[config.mk]
export PLATFORM = sky130hd
export DESIGN_NAME = imem_port_ctrl_flat
export DESIGN_NICKNAME = d
export VERILOG_FILES = /design/src/rtl/imem_port_ctrl_pkg.sv /design/src/rtl/imem_port_ctrl_if.sv /design/src/rtl/imem_port_ctrl_rr_arbiter.sv /design/src/rtl/imem_port_ctrl.sv /design/src/flat_wrapper.sv
export SDC_FILE = /design/constraint.sdc
export NUM_CORES = 1
export LEC_CHECK = 0
export BUFFER_PORTS_ARGS = -buffer_cell sky130_fd_sc_hd__buf_2
export CAP_MARGIN = 20
export CORE_ASPECT_RATIO = 1.2
export CORE_MARGIN = 2
export CORE_UTILIZATION = 51
export CTS_CLUSTER_DIAMETER = 150
export DETAILED_ROUTE_END_ITERATION = 10
export GPL_TIMING_DRIVEN = 0
export HOLD_SLACK_MARGIN = 0.06
export PLACE_DENSITY = 0.81
export SETUP_SLACK_MARGIN = 0.02
export SLEW_MARGIN = 20
export SYNTH_ARGS = -nofsm -noshare
export SYNTH_HDL_FRONTEND = slang
export SYNTH_SLANG_ARGS = --single-unit
export TNS_END_PERCENT = 100
[constraint.sdc]
create_clock -name clk -period 3.07 [get_ports clk]
set_input_delay 0.307 -clock clk [delete_from_list [all_inputs] [get_ports clk]]
set_output_delay 0.307 -clock clk [all_outputs]
set_load 0.02 [all_outputs]
[src/rtl/imem_port_ctrl_pkg.sv]
// ---------------------------------------------------------------------------
// imem_ctrl_pkg
// Shared types and constants for the instruction-memory port controller:
// FSM state encoding, arbiter grant encoding, instruction size in bytes and
// the default NOP returned on a fetch error.
// ---------------------------------------------------------------------------
package imem_ctrl_pkg;

    typedef enum logic [1:0] {
        IDLE,
        FETCH,
        WRITE
    } state_t;

    typedef enum logic {
        GNT_FETCH,
        GNT_LOAD
    } grant_t;

    localparam int          BYTES_PER_INSN = 4;
    localparam logic [31:0] NOP_DEFAULT    = 32'h00000013;

endpackage

[src/rtl/imem_port_ctrl_if.sv]
// ---------------------------------------------------------------------------
// imem_port_ctrl_if
// Bundles the fetch request/response, loader write and memory-macro signals
// of the instruction-memory port controller.
//   slave  : controller view (takes requests, drives memory side)
//   master : environment view (fetch stage, loader and memory macro)
// Parameter ADDR_W : memory address width.
// ---------------------------------------------------------------------------
interface imem_port_ctrl_if #(
    parameter int ADDR_W = 10
);
    logic              fetch_req_valid;
    logic [31:0]       fetch_req_addr;
    logic              fetch_req_ready;
    logic              fetch_rsp_valid;
    logic [31:0]       fetch_rsp_instr;
    logic              fetch_rsp_err;

    logic              load_valid;
    logic [31:0]       load_addr;
    logic [7:0]        load_data;
    logic              load_ready;

    logic [ADDR_W-1:0] mem_addr;
    logic              mem_we;
    logic [7:0]        mem_wdata;
    logic [7:0]        mem_rdata;

    modport slave (
        input  fetch_req_valid, fetch_req_addr, load_valid, load_addr, load_data, mem_rdata,
        output fetch_req_ready, fetch_rsp_valid, fetch_rsp_instr, fetch_rsp_err,
               load_ready, mem_addr, mem_we, mem_wdata
    );

    modport master (
        output fetch_req_valid, fetch_req_addr, load_valid, load_addr, load_data, mem_rdata,
        input  fetch_req_ready, fetch_rsp_valid, fetch_rsp_instr, fetch_rsp_err,
               load_ready, mem_addr, mem_we, mem_wdata
    );

endinterface

[src/rtl/imem_port_ctrl_rr_arbiter.sv]
// ---------------------------------------------------------------------------
// imem_rr_arbiter
// Two-way round-robin arbiter between core fetch and program loader.
// On a tie the requester that was not granted last wins; last_grant resets
// to GNT_LOAD so fetch wins the first tie.
// Ports:
//   clk, rst             : clock, synchronous active-high reset
//   en                   : grants only issued while high
//   req_fetch, req_load  : request inputs
//   gnt_fetch, gnt_load  : one-hot (or zero) combinational grants
// ---------------------------------------------------------------------------
module imem_rr_arbiter
    import imem_ctrl_pkg::*;
(
    input  logic clk,
    input  logic rst,
    input  logic en,
    input  logic req_fetch,
    input  logic req_load,
    output logic gnt_fetch,
    output logic gnt_load
);

    grant_t last_grant;

    always_comb begin
        gnt_fetch = 1'b0;
        gnt_load  = 1'b0;
        if (en) begin
            if (req_fetch && (!req_load || last_grant == GNT_LOAD)) begin
                gnt_fetch = 1'b1;
            end else if (req_load) begin
                gnt_load = 1'b1;
            end
        end
    end

    always_ff @(posedge clk) begin
        if (rst) begin
            last_grant <= GNT_LOAD;
        end else if (gnt_fetch) begin
            last_grant <= GNT_FETCH;
        end else if (gnt_load) begin
            last_grant <= GNT_LOAD;
        end
    end

endmodule

[src/rtl/imem_port_ctrl.sv]
// ---------------------------------------------------------------------------
// imem_port_ctrl
// Shares a byte-wide, single-port instruction memory (1-cycle synchronous
// read) between core fetch (32-bit big-endian word read, 4 byte beats) and
// the program loader (single byte write).
// Ports:
//   clk, rst     : clock, synchronous active-high reset
//   bus (slave)  : fetch request/response, loader write, memory macro side
//   load_locked  : only with IMEM_LOAD_LOCK_EN; set by the first accepted
//                  in-range fetch, blocks loader writes until reset
// Optional feature macro: IMEM_LOAD_LOCK_EN
//
// state | meaning
// ------+----------------------------------------------------------------
// IDLE  | arbitrate; error fetches answered next cycle without leaving IDLE
// FETCH | issuing byte reads addr+0..addr+3, shifting returned bytes in
// WRITE | single cycle with the (possibly suppressed) write on the bus
// ---------------------------------------------------------------------------
module imem_port_ctrl
    import imem_ctrl_pkg::*;
#(
    parameter int          DEPTH    = 1024,
    parameter int          ADDR_W   = 10,
    parameter logic [31:0] NOP_INSN = NOP_DEFAULT
) (
    input  logic             clk,
    input  logic             rst,
    imem_port_ctrl_if.slave  bus
`ifdef IMEM_LOAD_LOCK_EN
    ,
    output logic             load_locked
`endif
);

    localparam logic [1:0]  LAST_BEAT = 2'(BYTES_PER_INSN - 1);
    localparam logic [32:0] DEPTH_33  = 33'(DEPTH);
    localparam logic [31:0] DEPTH_32  = 32'(DEPTH);

    state_t            state, state_d;
    logic [1:0]        beat, beat_d;
    logic [23:0]       asm_q, asm_d;
    logic [31:0]       instr_q, instr_d;
    logic              rsp_valid_q, rsp_valid_d;
    logic              rsp_err_q, rsp_err_d;
    logic              rsp_from_mem_q, rsp_from_mem_d;
    logic [ADDR_W-1:0] mem_addr_q, mem_addr_d;
    logic              mem_we_q, mem_we_d;
    logic [7:0]        mem_wdata_q, mem_wdata_d;

    logic gnt_fetch, gnt_load;
    logic fetch_oob, load_oob;
    logic write_blocked;
    logic [31:0] mem_instr;

    imem_rr_arbiter u_arb (
        .clk       (clk),
        .rst       (rst),
        .en        (state == IDLE),
        .req_fetch (bus.fetch_req_valid),
        .req_load  (bus.load_valid),
        .gnt_fetch (gnt_fetch),
        .gnt_load  (gnt_load)
    );

    // 33-bit check so addresses near 2^32 cannot wrap into range.
    assign fetch_oob = ({1'b0, bus.fetch_req_addr} + 33'd3) >= DEPTH_33;
    assign load_oob  = bus.load_addr >= DEPTH_32;

    // Last byte arrives in the response cycle itself, so it is spliced in
    // combinationally rather than costing another cycle of latency.
    assign mem_instr = {asm_q, bus.mem_rdata};

    always_comb begin
        state_d        = state;
        beat_d         = beat;
        asm_d          = asm_q;
        instr_d        = instr_q;
        rsp_valid_d    = 1'b0;
        rsp_err_d      = rsp_err_q;
        rsp_from_mem_d = 1'b0;
        mem_addr_d     = mem_addr_q;
        mem_we_d       = 1'b0;
        mem_wdata_d    = mem_wdata_q;

        if (rsp_from_mem_q) begin
            instr_d = mem_instr;
        end

        case (state)
            IDLE: begin
                if (gnt_fetch) begin
                    if (fetch_oob) begin
                        rsp_valid_d = 1'b1;
                        rsp_err_d   = 1'b1;
                        instr_d     = NOP_INSN;
                    end else begin
                        state_d    = FETCH;
                        beat_d     = '0;
                        mem_addr_d = bus.fetch_req_addr[ADDR_W-1:0];
                    end
                end else if (gnt_load) begin
                    state_d     = WRITE;
                    mem_addr_d  = bus.load_addr[ADDR_W-1:0];
                    mem_wdata_d = bus.load_data;
                    mem_we_d    = !load_oob && !write_blocked;
                end
            end
            FETCH: begin
                // Beat 0 has no data back yet; beats 1..3 capture bytes 0..2.
                if (beat != 2'd0) begin
                    asm_d = {asm_q[15:0], bus.mem_rdata};
                end
                if (beat == LAST_BEAT) begin
                    state_d        = IDLE;
                    rsp_valid_d    = 1'b1;
                    rsp_err_d      = 1'b0;
                    rsp_from_mem_d = 1'b1;
                end else begin
                    beat_d     = beat + 2'd1;
                    mem_addr_d = mem_addr_q + 1'b1;
                end
            end
            WRITE: begin
                state_d = IDLE;
            end
            default: begin
                state_d = IDLE;
            end
        endcase
    end

    always_ff @(posedge clk) begin
        if (rst) begin
            state          <= IDLE;
            beat           <= '0;
            asm_q          <= '0;
            instr_q        <= '0;
            rsp_valid_q    <= 1'b0;
            rsp_err_q      <= 1'b0;
            rsp_from_mem_q <= 1'b0;
            mem_addr_q     <= '0;
            mem_we_q       <= 1'b0;
            mem_wdata_q    <= '0;
        end else begin
            state          <= state_d;
            beat           <= beat_d;
            asm_q          <= asm_d;
            instr_q        <= instr_d;
            rsp_valid_q    <= rsp_valid_d;
            rsp_err_q      <= rsp_err_d;
            rsp_from_mem_q <= rsp_from_mem_d;
            mem_addr_q     <= mem_addr_d;
            mem_we_q       <= mem_we_d;
            mem_wdata_q    <= mem_wdata_d;
        end
    end

`ifdef IMEM_LOAD_LOCK_EN
    logic lock_q;

    always_ff @(posedge clk) begin
        if (rst) begin
            lock_q <= 1'b0;
        end else if (gnt_fetch && !fetch_oob) begin
            lock_q <= 1'b1;
        end
    end

    assign write_blocked = lock_q;
    assign load_locked   = lock_q;
`else
    assign write_blocked = 1'b0;
`endif

    assign bus.fetch_req_ready = gnt_fetch;
    assign bus.load_ready      = gnt_load;
    assign bus.fetch_rsp_valid = rsp_valid_q;
    assign bus.fetch_rsp_err   = rsp_err_q;
    assign bus.fetch_rsp_instr = rsp_from_mem_q ? mem_instr : instr_q;
    assign bus.mem_addr        = mem_addr_q;
    assign bus.mem_we          = mem_we_q;
    assign bus.mem_wdata       = mem_wdata_q;

endmodule
[src/flat_wrapper.sv]
// flat-port wrapper written by rule: the top's interface ports become plain ports
module imem_port_ctrl_flat import imem_ctrl_pkg::*;
#(
    parameter int          DEPTH    = 1024,
    parameter int          ADDR_W   = 10,
    parameter logic [31:0] NOP_INSN = NOP_DEFAULT
)
  (clk, rst, bus_fetch_req_valid, bus_fetch_req_addr, bus_load_valid, bus_load_addr, bus_load_data, bus_mem_rdata, bus_fetch_req_ready, bus_fetch_rsp_valid, bus_fetch_rsp_instr, bus_fetch_rsp_err, bus_load_ready, bus_mem_addr, bus_mem_we, bus_mem_wdata);
  imem_port_ctrl_if #(.ADDR_W(ADDR_W)) bus_i ();
  input  logic clk;
  input  logic rst;
  input wire logic [$bits(bus_i.fetch_req_valid)-1:0] bus_fetch_req_valid;
  input wire logic [$bits(bus_i.fetch_req_addr)-1:0] bus_fetch_req_addr;
  input wire logic [$bits(bus_i.load_valid)-1:0] bus_load_valid;
  input wire logic [$bits(bus_i.load_addr)-1:0] bus_load_addr;
  input wire logic [$bits(bus_i.load_data)-1:0] bus_load_data;
  input wire logic [$bits(bus_i.mem_rdata)-1:0] bus_mem_rdata;
  output wire logic [$bits(bus_i.fetch_req_ready)-1:0] bus_fetch_req_ready;
  output wire logic [$bits(bus_i.fetch_rsp_valid)-1:0] bus_fetch_rsp_valid;
  output wire logic [$bits(bus_i.fetch_rsp_instr)-1:0] bus_fetch_rsp_instr;
  output wire logic [$bits(bus_i.fetch_rsp_err)-1:0] bus_fetch_rsp_err;
  output wire logic [$bits(bus_i.load_ready)-1:0] bus_load_ready;
  output wire logic [$bits(bus_i.mem_addr)-1:0] bus_mem_addr;
  output wire logic [$bits(bus_i.mem_we)-1:0] bus_mem_we;
  output wire logic [$bits(bus_i.mem_wdata)-1:0] bus_mem_wdata;
  assign bus_i.fetch_req_valid = bus_fetch_req_valid;
  assign bus_i.fetch_req_addr = bus_fetch_req_addr;
  assign bus_i.load_valid = bus_load_valid;
  assign bus_i.load_addr = bus_load_addr;
  assign bus_i.load_data = bus_load_data;
  assign bus_i.mem_rdata = bus_mem_rdata;
  assign bus_fetch_req_ready = bus_i.fetch_req_ready;
  assign bus_fetch_rsp_valid = bus_i.fetch_rsp_valid;
  assign bus_fetch_rsp_instr = bus_i.fetch_rsp_instr;
  assign bus_fetch_rsp_err = bus_i.fetch_rsp_err;
  assign bus_load_ready = bus_i.load_ready;
  assign bus_mem_addr = bus_i.mem_addr;
  assign bus_mem_we = bus_i.mem_we;
  assign bus_mem_wdata = bus_i.mem_wdata;
  imem_port_ctrl #(.DEPTH(DEPTH), .ADDR_W(ADDR_W), .NOP_INSN(NOP_INSN)) u_core (.clk(clk), .rst(rst), .bus(bus_i));
endmodule
### Word level (Yosys, flattened, before mapping)

Index checks and enable logic that the tools add are counted.

* add/sub/neg operators: 3
* multipliers: 0
* div/mod/pow operators: 0
* order comparisons: 2
* eq/ne operators: 9
* shift operators: 0
* muxes and demuxes: 33
* bitwise operators: 4
* reduce and logical (&&, ||, !) cells: 16

Operator list (number)
* $mux W32: 4
* $mux W10: 4
* $add A32 B2 Y33 const B: 1
* $ge A33 B11 Y1 const B: 1
* $ge A32 B11 Y1 const B: 1
* $pmux W10 S2: 1
* $mux W2: 7
* $mux W1: 13
* $reduce_and A4 Y1: 3
* $add A10 B1 Y10 const B: 1
* $pmux W2 S2: 2
* $ne A2 B2 Y1 const B: 3
* $ne A3 B3 Y1 const B: 2
* $reduce_and A3 Y1: 2
* $reduce_bool A2 Y1: 3
* $ne A2 B1 Y1 const B: 2
* $not A1 Y1: 4
* $pmux W1 S2: 2
* $reduce_or A4 Y1: 1
* $add A2 B1 Y2 const B: 1
* $eq A2 B1 Y1 const B: 1
* $eq A2 B2 Y1 const B: 1
* $logic_not A1 Y1: 2
* $logic_not A2 Y1: 1
* other kinds (4): 4

* flip-flop bits (word level): 83
* latch bits: 0
* memory bits (writable): 0
* ROM bits: 0
* output and inout bits: 55
* memories: 0

### Logic depth before layout (Yosys ltp)

* depth in word-level cells: 8
* gate-level depth with buffers: 10
* depth with buffers taken out: 8

### By module

Synthesis repeated with hierarchy kept, for this count alone.

* cell total of the unflattened synthesis: 460
* area, all modules: 3942.5 um^2

Modules (own cells, without submodules)
* imem_port_ctrl: times used 1, cells an instance 452, area each 3883.7 um^2
* imem_rr_arbiter: times used 1, cells an instance 8, area each 58.8 um^2

### Worst setup path after synthesis

No wires, ideal clock.

* path kind: input -> register
* from: input port bus_fetch_req_addr[1]
* to: register u_core.mem_addr_q[2], in the netlist u_core.bus.mem_addr[2]
* arrival: 2.126 ns
* required time: 2.936 ns
* path slack: 0.810 ns
* stages on the path: 9
* cell sequence: o2111a_2 -> and3_1 -> buf_4 -> a2111oi_2 -> o22ai_1 -> nor4_4 -> a21oi_1 -> nor4b_1 -> o32ai_1

* cells in the longest elaborated chain, start to end: 4

Ends and longest elaborated chain
* start, declared: line flat_wrapper.sv:13 `input wire logic [$bits(bus_i.fetch_req_addr)-1:0] bus_fetch_req_addr;`
* $add A32 B2 Y33: line imem_port_ctrl.sv:66 `assign fetch_oob = ({1'b0, bus.fetch_req_addr} + 33'd3) >= DEPTH_33;`
* $ge A33 B11 Y1: line imem_port_ctrl.sv:66
* $ne A3 B3 Y1 (no line)
* $reduce_and A4 Y1 (no line)
* end signal, assigned: line imem_port_ctrl.sv:152 `mem_addr_q <= mem_addr_d;`
* end, declared: line imem_port_ctrl.sv:46 `logic [ADDR_W-1:0] mem_addr_q, mem_addr_d;`

No other way between the ends.
A chain may end at the register's enable or synchronous reset.

### Final worst setup path

* from: input port bus_fetch_req_addr[1]
* to: register u_core.mem_addr_q[3], in the netlist u_core.bus.mem_addr[3]

Same word-level chain as after synthesis.

==> results.cfg <==
[clocking]
post_cts_buffers = 0
cts_tree = done
tritoncts.num_buffers = 9
tritoncts_num_sinks = 83
clk_path_buf_depth = 2
clk_latency_ns = 0.36
cts_max_level = 3
cts_hold_buffers = 0
clock_transition_at_the_register_clock_pins_on_the_worst_setup_and_hold_paths_after_cts_ns = 0.09
post_cts.resized_instances = 0
cts.root.buffer_cell = sky130_fd_sc_hd__clkbuf_8

[drt]
detail_route.drc_violations = 0
route.detailed.wl_per_inst_um = 15.1
wirelength_um = 11400
route.detailed.vias_per_inst = 5.71
via_count = 4291
drtIter0Drc = 271
firstDrtPassIters = 5
antenna_left = 0

[sta]
finalCritPeriodShare_pct = 80.0
finalSetupViolations = 0
hold_viol_final = 0
fin_tns_setup_ns = 0
setup_repair_after_global_routing_missed_its_margin = false
max_freq_mhz = 407
worstMarginPinSlew_ns = 0.647
final_period_minus_worst_setup_slack_ns = 2.46
worst_clock_skew_ns = 0.0163
worst_slew_margin_rel_pct = 56.8
maxSlewViolCount = 0

[critical_path]
critPathRequiredTime_ns = 3.29
critical_path_type = in -> reg
arrival_ns = 2.68
timing.critical_path.cells = buf_2 -> o2111a_2 -> and3_1 -> buf_4 -> a311oi_1 -> a2bb2oi_1 -> nor4_4 -> a21oi_1 -> nor4b_1 -> o32ai_1
cpLargestDelayFamily = compound AO/OA/AOI/OAI gates
worst_path_max_delay_cell = sky130_fd_sc_hd__nor4b_1
critPathMaxFanout = 9
worst_setup_path_end_kind = register
cp_num_buf_inv = 2
max_stage_delay_ns = 0.37
cp-start-kind = primary input

[floorplanning]
dieArea_sq_mm = 0.00898
fp.dieW_um = 86.8
pin_count = 139
fp.dieH_um = 103
initial_utilization_pct = 52.1
row_count = 36
core-area_sq_mm = 0.00806

[power]
cellLeakagePower_nw = 2.17
irDropWorstVdd_uv = 472
power.density_mw_per_mm2 = 443

[synthesis]
count_of_different_cell_masters_after_synthesis = 61
synth.net_count = 592
post_synth_main_area_contributors = sky130_fd_sc_hd__dfxtp_1 40%, sky130_fd_sc_hd__nand2_1 9.9%, sky130_fd_sc_hd__mux2_2 8.6%
synth_top_area_cell = sky130_fd_sc_hd__dfxtp_1
postSynth.topFlopCell = sky130_fd_sc_hd__dfxtp_1
ys_seq_elements = 83
synth_cells = 505
synthArstFlopShare_pct = 0
syn_area_per_cell_sq_um = 8.31
synth-seq-area-share_pct = 39.6
yosysWarnings = 0
netlist_area_sq_mm = 0.00420
netlist.area_leader.share_pct = 39.6
synth-edff-count = 0

[finish]
filler_cells = 679
number_of_diodes_added_for_antenna_fixing = 0
utilization_pct = 64.4
multi_input_area_sq_mm = 0.00237
area_added_between_synthesis_and_finish_pct = 23.6
layout-drive-gt1-share_pct = 31.5
num-nets-final = 739
sequential_cell_area_sq_mm = 0.00166

[hold_path]
timing.hold.worst.class = in -> reg

[global_routing]
antenna_found_initial = 0
grt_pass1_vias = 4014
groute.usage.overall_pct = 25.3
grt_pass1_wl_um = 18200
grt_start_max_net_pins = 18
grt-ovfl-total = 0

[outcome]
run_status = finished, final reports clean

[place]
buffer_ports.inserted = 136
final_gp_congestion = 0.874
post-dp-hpwl_um = 8590

[job]
max-cap-violations = 0
-- final timing paths --
kind,slack [ns],cells after the start,end,startpoint
worst max-delay path,0.61,10,u_core.bus.mem_addr[3]$_SDFFE_PP0P_,bus_fetch_req_addr[1]
worst min-delay path,0.19,3,u_core.bus.mem_wdata[3]$_SDFFE_PP0P_,bus_load_data[3]
worst max register to register,0.97,9,u_core.bus.mem_addr[8]$_SDFFE_PP0P_,u_core.state[0]$_SDFFE_PP0P_
worst min register to register,0.46,2,u_core.bus.mem_wdata[7]$_SDFFE_PP0P_,u_core.bus.mem_wdata[7]$_SDFFE_PP0P_
-- kinds of logic (layout without fill, tap and decap cells) --
| group | Yosys count | after routing | share of synthesized area, % |
|---|---|---|---|
| and+or+nand+nor | 241 | 241 | 29.5 |
| AOI/OAI and AO/OA | 101 | 101 | 16.6 |
| DFF | 83 | 83 | 39.6 |
| buffers and inverters | 41 | 193 | 3.96 |
| muxes | 34 | 34 | 9.06 |
| adders and majority gates | 3 | 3 | 0.894 |
| xor gates and xnor gates | 2 | 2 | 0.417 |
-- final cells by class --
cell class,instances,share of cell area (%)
multi-input cells,381,45.7
flip-flops and latches,83,32.0
repair buffers,136,13.1
plain buffers,30,2.41
clock buffers,9,2.39
well taps,95,2.29
clock inverters,7,1.28
inverters,11,0.796
-- worst reg2reg max path, stage by stage, from the launching register on --
cell	delay (ns)
sky130_fd_sc_hd__dfxtp_1	0.31
sky130_fd_sc_hd__clkbuf_1	0.19
sky130_fd_sc_hd__nor2_1	0.19
sky130_fd_sc_hd__nand2b_1	0.17
sky130_fd_sc_hd__inv_1	0.19
sky130_fd_sc_hd__buf_1	0.44
sky130_fd_sc_hd__nand2_1	0.11
sky130_fd_sc_hd__nand2_1	0.11
sky130_fd_sc_hd__a21oi_1	0.07
sky130_fd_sc_hd__o32ai_1	0.23
-- Yosys cell counts, types with 4 or more instances --
cell and n:
sky130_fd_sc_hd__a21oi_1 50, sky130_fd_sc_hd__and3_1 4, sky130_fd_sc_hd__buf_1 4, sky130_fd_sc_hd__buf_2 4
sky130_fd_sc_hd__clkbuf_1 20, sky130_fd_sc_hd__dfxtp_1 83, sky130_fd_sc_hd__inv_1 10, sky130_fd_sc_hd__mux2_2 32
sky130_fd_sc_hd__nand2_1 111, sky130_fd_sc_hd__nand2b_1 6, sky130_fd_sc_hd__nand3_1 10, sky130_fd_sc_hd__nand4_1 12
sky130_fd_sc_hd__nor2_1 16, sky130_fd_sc_hd__nor2b_1 36, sky130_fd_sc_hd__nor3_1 11, sky130_fd_sc_hd__nor4_1 11
sky130_fd_sc_hd__nor4b_1 4, sky130_fd_sc_hd__o21ai_0 11, sky130_fd_sc_hd__o31ai_1 6, sky130_fd_sc_hd__o32ai_1 4
sky130_fd_sc_hd__or2_2 4
-- layer usage --
metal	vias to the layer above	routed length, um	GRT usage [%]
li1	2081	-	-
met1	2010	4550	29.7
met2	173	5800	45.4
met3	27	739	5.08
met4	0	286	9.74
met5	-	0	0
-- cells in the final DEF, fill, tap and decap left out, types with 3 or more instances in the layout --
cell type | synthesis | final
sky130_fd_sc_hd__buf_2 | 4 | 140
sky130_fd_sc_hd__nand2_1 | 111 | 111
sky130_fd_sc_hd__dfxtp_1 | 83 | 83
sky130_fd_sc_hd__a21oi_1 | 50 | 50
sky130_fd_sc_hd__nor2b_1 | 36 | 36
sky130_fd_sc_hd__mux2_2 | 32 | 32
sky130_fd_sc_hd__clkbuf_1 | 20 | 20
sky130_fd_sc_hd__nor2_1 | 16 | 16
sky130_fd_sc_hd__nand4_1 | 12 | 12
sky130_fd_sc_hd__o21ai_0 | 11 | 11
sky130_fd_sc_hd__nor3_1 | 11 | 11
sky130_fd_sc_hd__nor4_1 | 11 | 11
sky130_fd_sc_hd__inv_1 | 10 | 10
sky130_fd_sc_hd__nand3_1 | 10 | 10
sky130_fd_sc_hd__clkbuf_8 | 0 | 9
sky130_fd_sc_hd__nand2b_1 | 6 | 6
sky130_fd_sc_hd__o31ai_1 | 6 | 6
sky130_fd_sc_hd__buf_1 | 4 | 4
sky130_fd_sc_hd__and3_1 | 4 | 4
sky130_fd_sc_hd__or2_2 | 4 | 4
sky130_fd_sc_hd__nor4b_1 | 4 | 4
sky130_fd_sc_hd__o32ai_1 | 4 | 4
sky130_fd_sc_hd__a311oi_1 | 3 | 3
sky130_fd_sc_hd__o221ai_1 | 3 | 3
sky130_fd_sc_hd__ha_1 | 3 | 3
sky130_fd_sc_hd__inv_8 | 0 | 3
-- sequential cells by signal, summed over array words and instances, names as in the netlist --
register	count
u_core.rsp_from_mem_q	1
u_core.u_arb.last_grant	1
u_core.bus.fetch_rsp_err	1
u_core.bus.mem_addr	10
u_core.beat	2
u_core.instr_q	32
u_core.bus.fetch_rsp_valid	1
u_core.bus.mem_wdata	8
u_core.asm_q	24
u_core.bus.mem_we	1
u_core.state	2
-- where the power goes --
part / switching, mW / internal, mW / total, mW
Clock: 0.443 / 0.316 / 0.760
Sequential: 0.0277 / 1.11 / 1.14
Combinational: 0.251 / 0.148 / 0.399
-- metrics by stage --
stage / cells / total power, mW / hold slack [ns] / setup slack (ns) / cell area [sq um]
final: 752 / 2.30 / 0.187 / 0.613 / 5190
after detailed placement: 736 / 1.56 / 0.447 / 0.299 / 5000
after CTS: 752 / 2.30 / 0.176 / 0.669 / 5190
after floorplan: 505 / 1.39 / 0.433 / 0.810 / 4200
after global routing: 752 / 2.40 / 0.186 / 0.520 / 5190
after global placement: 736 / 1.54 / 0.442 / 0.296 / 5000
Power figures use the tool's default switching activity.
